`src/rtl/fft_bin_reader_if.sv`:
```
// rtl/fft_bin_reader_if.sv - result-RAM read port and bin output stream between reader and its neighbours
interface fft_bin_reader_if #(
    parameter int N_LOG2 = 4,
    parameter int DATA_W = 32
);
    logic              rd_en;
    logic [N_LOG2-1:0] rd_addr;
    logic [DATA_W-1:0] rd_data;
    logic              out_valid;
    logic              out_ready;
    logic [DATA_W-1:0] out_data;
    logic [N_LOG2-1:0] out_idx;
    logic              out_last;

    modport master (
        output rd_en, rd_addr, out_valid, out_data, out_idx, out_last,
        input  rd_data, out_ready
    );

    modport slave (
        input  rd_en, rd_addr, out_valid, out_data, out_idx, out_last,
        output rd_data, out_ready
    );
endinterface

```
`src/rtl/fft_bin_reader.sv`:
```
// rtl/fft_bin_reader.sv - reads N FFT bins from the result RAM in natural order and streams them out
module fft_bin_reader #(
    parameter int N_LOG2 = 4,
    parameter int DATA_W = 32,
    parameter int BITREV = 1
) (
    input  logic                clk,
    input  logic                clr_n,
    input  logic                start,
    output logic                busy,
    output logic                done,
    fft_bin_reader_if.master    bus
);
    typedef enum logic [1:0] {S_IDLE, S_RUN, S_DRAIN, S_DONE} state_t;

    localparam logic [N_LOG2-1:0] LAST_IDX = '1;

    state_t            state, state_nx;
    logic [N_LOG2-1:0] cnt;
    logic [N_LOG2-1:0] tag_q;
    logic [N_LOG2-1:0] addr_q;
    logic [N_LOG2-1:0] issue_addr;
    logic              inflight;
    logic [1:0]        occ;
    logic [1:0]        occ_nx;
    logic [1:0]        occ_after_pop;
    logic [2:0]        pending;
    logic              pop;
    logic              issue;
    logic [DATA_W-1:0] data0, data1;
    logic [N_LOG2-1:0] idx0, idx1;

    function automatic logic [N_LOG2-1:0] bit_rev(input logic [N_LOG2-1:0] v);
        logic [N_LOG2-1:0] r;
        for (int i = 0; i < N_LOG2; i++) begin
            r[i] = v[N_LOG2-1-i];
        end
        return r;
    endfunction

    // Words already buffered plus the one returning this edge, minus the one leaving now.
    assign pop           = (occ != 2'd0) && bus.out_ready;
    assign pending       = {1'b0, occ} + {2'b0, inflight} - {2'b0, pop};
    assign occ_nx        = pending[1:0];
    assign occ_after_pop = occ - {1'b0, pop};
    assign issue         = (state == S_RUN) && (pending < 3'd2);
    assign issue_addr    = (BITREV != 0) ? bit_rev(cnt) : cnt;

    assign bus.rd_en     = issue;
    assign bus.rd_addr   = issue ? issue_addr : addr_q;
    assign bus.out_valid = (occ != 2'd0);
    assign bus.out_data  = data0;
    assign bus.out_idx   = idx0;
    assign bus.out_last  = (occ != 2'd0) && (idx0 == LAST_IDX);

    always_ff @(posedge clk or negedge clr_n) begin
        if (!clr_n) begin
            state <= S_IDLE;
        end else begin
            state <= state_nx;
        end
    end

    always_comb begin
        state_nx = state;
        busy     = 1'b0;
        done     = 1'b0;
        case (state)
            S_IDLE: begin
                if (start) begin
                    state_nx = S_RUN;
                end
            end
            S_RUN: begin
                busy = 1'b1;
                if (issue && (cnt == LAST_IDX)) begin
                    state_nx = S_DRAIN;
                end
            end
            S_DRAIN: begin
                busy = 1'b1;
                if (!inflight && (occ_nx == 2'd0)) begin
                    state_nx = S_DONE;
                end
            end
            S_DONE: begin
                done     = 1'b1;
                state_nx = S_IDLE;
            end
            default: state_nx = S_IDLE;
        endcase
    end

    always_ff @(posedge clk or negedge clr_n) begin
        if (!clr_n) begin
            cnt      <= '0;
            tag_q    <= '0;
            addr_q   <= '0;
            inflight <= 1'b0;
            occ      <= 2'd0;
            data0    <= '0;
            data1    <= '0;
            idx0     <= '0;
            idx1     <= '0;
        end else begin
            inflight <= issue;
            occ      <= occ_nx;
            if ((state == S_IDLE) && start) begin
                cnt <= '0;
            end else if (issue) begin
                cnt    <= cnt + 1'b1;
                tag_q  <= cnt;
                addr_q <= issue_addr;
            end
            if (pop) begin
                data0 <= data1;
                idx0  <= idx1;
            end
            // A returning word lands behind whatever survives this cycle's pop.
            if (inflight) begin
                if (occ_after_pop == 2'd0) begin
                    data0 <= bus.rd_data;
                    idx0  <= tag_q;
                end else begin
                    data1 <= bus.rd_data;
                    idx1  <= tag_q;
                end
            end
        end
    end
endmodule

```
`src/flat_wrapper.sv`:
```
// flat-port wrapper written by rule: the top's interface ports become plain ports
module fft_bin_reader_flat 
#(
    parameter int N_LOG2 = 4,
    parameter int DATA_W = 32,
    parameter int BITREV = 1
)
  (clk, clr_n, start, busy, done, bus_rd_en, bus_rd_addr, bus_out_valid, bus_out_data, bus_out_idx, bus_out_last, bus_rd_data, bus_out_ready);
  fft_bin_reader_if #(.N_LOG2(N_LOG2), .DATA_W(DATA_W)) bus_i ();
  input  logic clk;
  input  logic clr_n;
  input  logic start;
  output logic busy;
  output logic done;
  output wire logic [$bits(bus_i.rd_en)-1:0] bus_rd_en;
  output wire logic [$bits(bus_i.rd_addr)-1:0] bus_rd_addr;
  output wire logic [$bits(bus_i.out_valid)-1:0] bus_out_valid;
  output wire logic [$bits(bus_i.out_data)-1:0] bus_out_data;
  output wire logic [$bits(bus_i.out_idx)-1:0] bus_out_idx;
  output wire logic [$bits(bus_i.out_last)-1:0] bus_out_last;
  input wire logic [$bits(bus_i.rd_data)-1:0] bus_rd_data;
  input wire logic [$bits(bus_i.out_ready)-1:0] bus_out_ready;
  assign bus_rd_en = bus_i.rd_en;
  assign bus_rd_addr = bus_i.rd_addr;
  assign bus_out_valid = bus_i.out_valid;
  assign bus_out_data = bus_i.out_data;
  assign bus_out_idx = bus_i.out_idx;
  assign bus_out_last = bus_i.out_last;
  assign bus_i.rd_data = bus_rd_data;
  assign bus_i.out_ready = bus_out_ready;
  fft_bin_reader #(.N_LOG2(N_LOG2), .DATA_W(DATA_W), .BITREV(BITREV)) u_core (.clk(clk), .clr_n(clr_n), .start(start), .busy(busy), .done(done), .bus(bus_i));
endmodule
```
`config.mk`:
```
export PLATFORM = sky130hd
export DESIGN_NAME = fft_bin_reader_flat
export DESIGN_NICKNAME = d
export VERILOG_FILES = /design/src/rtl/fft_bin_reader_if.sv /design/src/rtl/fft_bin_reader.sv /design/src/flat_wrapper.sv
export SDC_FILE = /design/constraint.sdc
export NUM_CORES = 1
export LEC_CHECK = 0
export BUFFER_PORTS_ARGS = -buffer_cell sky130_fd_sc_hd__buf_2
export CAP_MARGIN = 20
export CORE_ASPECT_RATIO = 1.1
export CORE_UTILIZATION = 49
export DETAILED_ROUTE_END_ITERATION = 8
export PLACE_DENSITY = 0.73
export SLEW_MARGIN = 20
export SYNTH_ARGS = -nofsm -noshare
export SYNTH_HDL_FRONTEND = slang
export SYNTH_SLANG_ARGS = --single-unit
```
`constraint.sdc`:
```
create_clock -name clk -period 5.7 [get_ports clk]
set_clock_uncertainty 0.15 [all_clocks]
set_input_delay 1.14 -clock clk [delete_from_list [all_inputs] [get_ports clk]]
set_output_delay 1.14 -clock clk [all_outputs]
set_load 0.1 [all_outputs]
```
Yosys cells after proc, flatten, opt, wreduce, memory -nomap -nowiden

Index checks and enable logic that the tools add are counted.

Input port bits: 36
Output and inout port bits: 45
Bits in registers: 89

Bitwise logic cells: 2
Mux-type cells: 15
Add/sub/neg operators: 4
Magnitude comparators: 1
Equality and inequality tests: 8
Reductions and logical operators: 16

Operators by type and width:

| operator            | number |
|---|---|
| $mux 32             | 3 |
| $mux 4              | 6 |
| $eq 4x4->1 const B  | 2 |
| $pmux 2 s4          | 1 |
| $logic_and 1x1->1   | 6 |
| $logic_not 2->1     | 3 |
| $mux 2              | 3 |
| $add 4x1->4 const B | 1 |
| $eq 2x2->1 const B  | 2 |
| $ne 2x2->1 const B  | 2 |
| $reduce_and 2->1    | 2 |
| $reduce_bool 2->1   | 2 |
| $add 2x1->3         | 1 |
| $lt 3x2->1 const B  | 1 |
| $reduce_and 3->1    | 1 |
| $sub 3x1->3         | 1 |
| $eq 2x1->1 const B  | 1 |
| $mux 1              | 2 |
| $ne 2x1->1 const B  | 1 |
| $not 1->1           | 2 |
| $reduce_or 2->1     | 1 |
| $sub 2x1->2         | 1 |
| $logic_not 1->1     | 1 |

Longest topological paths before layout

Gate-level depths: netlist (run 1).

Depth after elaboration: 8
Gate-level depth with buffers: 13

Least setup slack after synthesis (run 1)

OpenSTA, ideal clock, no wires.

Path type: input-to-output
Start: in bus_out_ready
End: out bus_rd_addr[0]
Path buffers: 3
Slack: 718 ps
Stages: 10
Arrival time: 3,692 ps
Cell sequence: nand2_1 > buf_6 > buf_6 > or2_2 > nand2_1 > ha_1 > fa_1 > nor3b_1 > buf_4 > mux2_2

Word-level cells in the longest chain between the ends: 5

RTL lines:

| item                  | line                 | RTL |
|---|---|---|
| start, declared       | flat_wrapper.sv:22   | `input wire logic [$bits(bus_i.out_ready)-1:0] bus_out_ready;` |
| $logic_and 1x1->1     | fft_bin_reader.sv:42 | `assign pop = (occ != 2'd0) && bus.out_ready;` |
| $sub 3x1->3           | fft_bin_reader.sv:43 | `assign pending = {1'b0, occ} + {2'b0, inflight} - {2'b0, pop};` |
| via u_core.pending[1] | fft_bin_reader.sv:27 | `logic [2:0] pending;` |
| $lt 3x2->1            | fft_bin_reader.sv:46 | `assign issue = (state == S_RUN) && (pending < 3'd2);` |
| $logic_and 1x1->1     | fft_bin_reader.sv:46 |  |
| via bus_rd_en         | flat_wrapper.sv:15   | `output wire logic [$bits(bus_i.rd_en)-1:0] bus_rd_en;` |
| $mux 4                | --                   |  |
| end, declared         | flat_wrapper.sv:16   | `output wire logic [$bits(bus_i.rd_addr)-1:0] bus_rd_addr;` |

The timed path passes the listed nets, and every way through them passes these cells.

Worst setup path in the final report (run 1)

Start: in bus_out_ready
End: out bus_rd_addr[2]

Word-level cells in the longest chain between the ends: 5

RTL lines:

| item                  | line |
|---|---|
| $logic_and 1x1->1     | fft_bin_reader.sv:42 |
| $sub 3x1->3           | fft_bin_reader.sv:43 |
| via u_core.pending[1] | fft_bin_reader.sv:27 |
| $lt 3x2->1            | fft_bin_reader.sv:46 |
| $logic_and 1x1->1     | fft_bin_reader.sv:46 |
| $mux 4                | -- |

The timed path passes the listed nets, and every way through them passes these cells.

==> results of run 1 <==
## flip-flops by register name, indices dropped and copies added, names as in the netlist
| signal | cells |
|---|---|
| u_core.inflight | 1 |
| u_core.occ | 2 |
| u_core.data1 | 32 |
| u_core.cnt | 4 |
| u_core.state | 2 |
| u_core.idx1 | 4 |
| u_core.addr_q | 4 |
| u_core.bus.out_idx | 4 |
| u_core.tag_q | 4 |
| u_core.bus.out_data | 32 |
## worst paths after layout
check	startpoint	to	slack [ns]	cells past startpoint
setup / recovery	bus_out_ready	bus_rd_addr[2]	1.02	10
hold / removal	u_core.data1[31]$_DFFE_PN0P_	u_core.data1[31]$_DFFE_PN0P_	0.36	1
setup reg to reg	u_core.occ[1]$_DFF_PN0_	u_core.state[1]$_DFFE_PN0P_	2.42	10
hold reg to reg	u_core.data1[31]$_DFFE_PN0P_	u_core.data1[31]$_DFFE_PN0P_	0.36	1
max in group asynchronous	clr_n	u_core.data1[10]$_DFFE_PN0P_	3.81	2
min in group asynchronous	clr_n	u_core.bus.out_data[6]$_DFF_PN0_	0.60	1
## layer usage
layer	vias to the layer above	track usage (%)	routed length, µm
li1	1233	-	-
met5	-	0	0
met4	0	8.06	121
met2	59	32.4	3450
met3	11	4.42	350
met1	1266	21.9	3080
## cell type report
cell class	count	area, µm²	area share [%]
Multi-Input combinational cell	200	1590	33.9
Clock buffer	9	124	2.65
Timing Repair Buffer	85	515	11.0
Sequential cell	89	2230	47.6
Tap cell	105	131	2.81
Inverter	4	15.0	0.321
Clock inverter	7	77.6	1.66
## cell families after synthesis
kind of cell | share of synthesized area [%]
AO/OA/AOI/OAI | 6.09
multiplexers | 24.0
AND/OR/NAND/NOR | 6.73
XOR/XNOR | 0.673
adder cells (fa/ha/maj) | 2.76
flip-flops | 57.1
buffers and inverters | 2.69
## cell usage in the layout (no fill, tap or decap), types with 3 or more instances in the layout
cell / n
o21ai_0: 34
xnor2_1: 3
ha_1: 7
dfrtp_1: 89
inv_1: 4
buf_4: 6
o21ai_1: 3
nand2_1: 43
buf_12: 5
buf_2: 74
mux2_2: 48
a21oi_1: 5
mux2i_1: 38
clkbuf_8: 9
## critical path: cells and delay by family
kind,cells,cell delay [ns]
simple gates,4,0.68
fa+ha+maj,2,0.68
buf+inv,3,0.50
mux,1,0.38
## per-stage QoR
stage	area (µm²)	std cells	setup WS, ns
6_report	4680	499	1.02
3_5_place_dp	4480	483	1.04
3_3_place_gp	4480	483	1.10
2_1_floorplan	3900	308	0.718
4_1_cts	4680	499	1.02
5_1_grt	4680	499	0.863
==> flow_metrics.env, run 1 <==
export IMPL_status="completed"
export IMPL_cts_setup_buffers=0
export IMPL_hold_buffers=0
export IMPL_syn_area_per_cell_um2=12.7
export IMPL_die_x_um=87.1
export IMPL_min_period_ns=4.68
export IMPL_max_clock_path_buffers=2
export IMPL_clock_latency_ns=0.36
export IMPL_tightest_slew_ns=0.643
export IMPL_grt_usage_pct=18.6
export IMPL_grt_pass1_wl_mm=11.7
export IMPL_clkTransAtPathRegs_ns=0.08
export IMPL_antennaDiodeCount=0
export IMPL_io_buffer_count=80
export IMPL_crit_chain="buf_2 -> nand2_2 -> or2_2 -> nand2_1 -> ha_1 -> fa_1 -> nor3b_1 -> buf_4 -> mux2_2 -> buf_12"
export IMPL_dieArea_um2=8330
export IMPL_row_count=33
export IMPL_grt_start_max_net_pins=73
export IMPL_hp_class="register to register"
export IMPL_synth_commonest_cells="89 x dfrtp_1, 48 x mux2_2, 44 x nand2_1"
export IMPL_fp_dieH_um=95.6
export IMPL_syn_num_nets=352
export IMPL_slowest_delay_ns=0.52
export IMPL_start_util_pct=51.4
export IMPL_critPathMaxFanout=10
export IMPL_synth_distinct_cells=31
export IMPL_postSynthCellCount=308
export IMPL_cts_sinks=89
export IMPL_cts_tree="yes"
export IMPL_via_count=2569
export IMPL_cts_resized=0
export IMPL_ant_nets=0
export IMPL_antenna_found_initial=0
export IMPL_yosysMostFrequentCell="dfrtp_1"
export IMPL_fillCellCount=647
export IMPL_drc=0
export IMPL_worstPathRequired_ns=4.41
export IMPL_hold_slack_ns=0.358
export IMPL_cts_made_buffers=9
export IMPL_synth_edf_count=0
export IMPL_endpoint_kind="output port"
export IMPL_crit_slowest_cell="fa_1"
export IMPL_overflow=0
export IMPL_ys_seq_area_share_pct=57.1
export IMPL_tns_ns=0
export IMPL_synth_largest_area_cell="dfrtp_1"
export IMPL_hold_viol=0
export IMPL_grt_pass1_vias=2583
export IMPL_synthArstFlopShare_pct=100
export IMPL_drt_iter0_drc=81
export IMPL_slew_headroom_pct=57.2
export IMPL_area_growth_pct=19.8
export IMPL_synth_seq_cells=89
export IMPL_synth_top_cell_area_share_pct=57.1
export IMPL_post_route_period_util_pct=82.1
export IMPL_pin_count=81
export IMPL_fin_util_pct=61.6
export IMPL_critPathLaunchType="primary input"
export IMPL_htree_levels=3
export IMPL_cp_arrival_ns=3.39
export IMPL_fmax_mhz=214
export IMPL_cts_root_buf="clkbuf_8"
export IMPL_synth_area_leaders="dfrtp_1 57%, mux2_2 14%, mux2i_1 9.7%"
export IMPL_layout_drive_gt1_share_pct=39.8
export IMPL_gp_congestion=0.754
export IMPL_critical_path_class="primary input to output port"
export IMPL_setup_violations=0
export IMPL_syn_area_um2=3900
export IMPL_viasPerCell=5.15
export IMPL_dp_hpwl_mm=4.68
export IMPL_nNetsFinal=433
export IMPL_rsz0062_at_grt="no"
export IMPL_design_core_area_um2=7600
export IMPL_maxCapViolCount=0
export IMPL_wl_mm=7.00
export IMPL_drv_slew=0
export IMPL_yosys_warnings=0
export IMPL_synth_ff_type="dfrtp_1"
export IMPL_wire_per_inst_um=14.0
export IMPL_dr_pass1_iters=4
Power of run 1 is left out: the tool's default activity adds up to more than one toggle a clock period on the data nets, which glitch-free logic cannot reach.
==> run 2, diff against run 1 <==
Settings changed: PLACE_DENSITY 0.73 to 0.75.
Clock period 5.7 ns to 4.05 ns, I/O delays scaled along.
==> flow_metrics.env, run 2 (synthesis results as in run 1) <==
export IMPL_grt_usage_pct=18.8
export IMPL_ff_latch_area_um2=2230
export IMPL_cts_sinks=89
export IMPL_cts_root_buf="clkbuf_8"
export IMPL_endpoint_kind="output port"
export IMPL_dieArea_um2=8330
export IMPL_fp_dieH_um=95.6
export IMPL_nNetsFinal=436
export IMPL_ant_nets=0
export IMPL_status="completed"
export IMPL_area_growth_pct=21.6
export IMPL_drv_slew=0
export IMPL_layout_drive_gt1_share_pct=41.6
export IMPL_rsz0062_at_grt="no"
export IMPL_dp_hpwl_mm=4.74
export IMPL_grt_pass1_wl_mm=11.8
export IMPL_setup_violations=0
export IMPL_antennaDiodeCount=0
export IMPL_grt_start_max_net_pins=73
export IMPL_gp_congestion=0.778
export IMPL_layout_commonest_cell="dfrtp_1"
export IMPL_hold_buffers=0
export IMPL_htree_levels=3
export IMPL_worstPathRequired_ns=3.09
export IMPL_via_count=2547
export IMPL_multiInputGateArea_um2=1620
export IMPL_start_util_pct=51.4
export IMPL_slew_headroom_pct=40.5
export IMPL_critPathMaxFanout=8
export IMPL_overflow=0
export IMPL_row_count=33
export IMPL_hp_start="u_core.data1[2]$_DFFE_PN0P_"
export IMPL_antenna_found_initial=0
export IMPL_maxCapViolCount=0
export IMPL_min_period_ns=3.93
export IMPL_tns_ns=0
export IMPL_fillCellCount=630
export IMPL_crit_path_start="u_core.occ[1]$_DFF_PN0_"
export IMPL_dr_pass1_iters=4
export IMPL_viasPerCell=5.07
export IMPL_hold_slack_ns=0.358
export IMPL_die_x_um=87.1
export IMPL_wire_per_inst_um=14.6
export IMPL_design_core_area_um2=7600
export IMPL_fmax_mhz=254
export IMPL_final_cell_mix="88 x dfrtp_1, 74 x buf_2, 44 x mux2_2"
export IMPL_drt_iter0_drc=113
export IMPL_cp_arrival_ns=2.97
export IMPL_grt_pass1_vias=2477
export IMPL_hold_viol=0
export IMPL_cts_made_buffers=9
export IMPL_io_buffer_count=80
export IMPL_critPathLaunchType="register"
export IMPL_max_clock_path_buffers=2
export IMPL_reg2reg_from="u_core.occ[1]$_DFF_PN0_"
export IMPL_cts_tree="yes"
export IMPL_clkTransAtPathRegs_ns=0.08
export IMPL_hp_class="register to register"
export IMPL_critical_path_class="register to output port"
export IMPL_pin_count=81
export IMPL_post_route_period_util_pct=97.1
export IMPL_tightest_slew_ns=0.893
export IMPL_wl_mm=7.32
export IMPL_clock_latency_ns=0.36
export IMPL_drc=0
-- run 2: changes by cell type in the layout (fill, tap and decap cells not counted), moves of 2 or more --
cell	change
mux2_4	+4
buf_4	+2
or2_2	-2
clkinv_4	-2
clkinvlp_4	+2
mux2_2	-4
or2_4	+2
-- run 2: final timing paths --
check	cells after the start	endpoint	slack [ns]
max in group asynchronous	2	u_core.cnt[2]$_DFFE_PN0P_	2.51
min in group asynchronous	1	u_core.bus.out_data[8]$_DFF_PN0_	0.41
worst max-delay path	11	bus_rd_addr[2]	0.12
worst min-delay path	1	u_core.data1[2]$_DFFE_PN0P_	0.36
worst min register to register	1	u_core.data1[2]$_DFFE_PN0P_	0.36
worst max register to register	10	u_core.state[1]$_DFFE_PN0P_	0.99
-- run 2: critical path, cell delays in order (launching register included) --
cell     delay [ns]
dfrtp_2        0.48
or2_4          0.26
nand2_2        0.07
or2_4          0.12
nand2_1        0.05
ha_2           0.17
fa_2           0.37
xnor2_2        0.20
nor3b_2        0.22
buf_6          0.18
mux2_4         0.32
buf_12         0.17
-- run 2: area by class of cell --
| type | instances | area share [%] |
|---|---|---|
| Clock buffer | 10 | 2.90 |
| Inverter | 4 | 0.316 |
| Timing Repair Buffer | 88 | 11.4 |
| Sequential cell | 89 | 47.0 |
| Multi-Input combinational cell | 200 | 34.2 |
| Tap cell | 105 | 2.77 |
| Clock inverter | 6 | 1.40 |
-- run 2: layer usage --
metal / vias to the layer above / track usage (%) / part of all wire, %
met5: - / 0 / 0
met4: 0 / 8.33 / 1.7
met3: 11 / 3.98 / 4.2
met2: 53 / 31.8 / 48
met1: 1251 / 23.2 / 46
li1: 1232 / - / -
-- run 2: timing repair --
item                                    in CTS  in global routing
endpoints found under the setup margin       0                  4
endpoints found under the hold margin        0                  0
gates resized for setup                      0                  1
buffers inserted                             0                  3
-- run 2: stage by stage --
step	util (%)	setup WS, ns	std cells	area, µm²
after CTS	62.1	0.0207	499	4720
after global routing	62.5	0.00977	502	4740
after global placement	59.4	0.250	483	4510
after detailed placement	59.4	0.191	483	4510
final	62.5	0.119	502	4740
after floorplan	-	0.0102	308	3980
Power of run 2 is left out for the same reason.
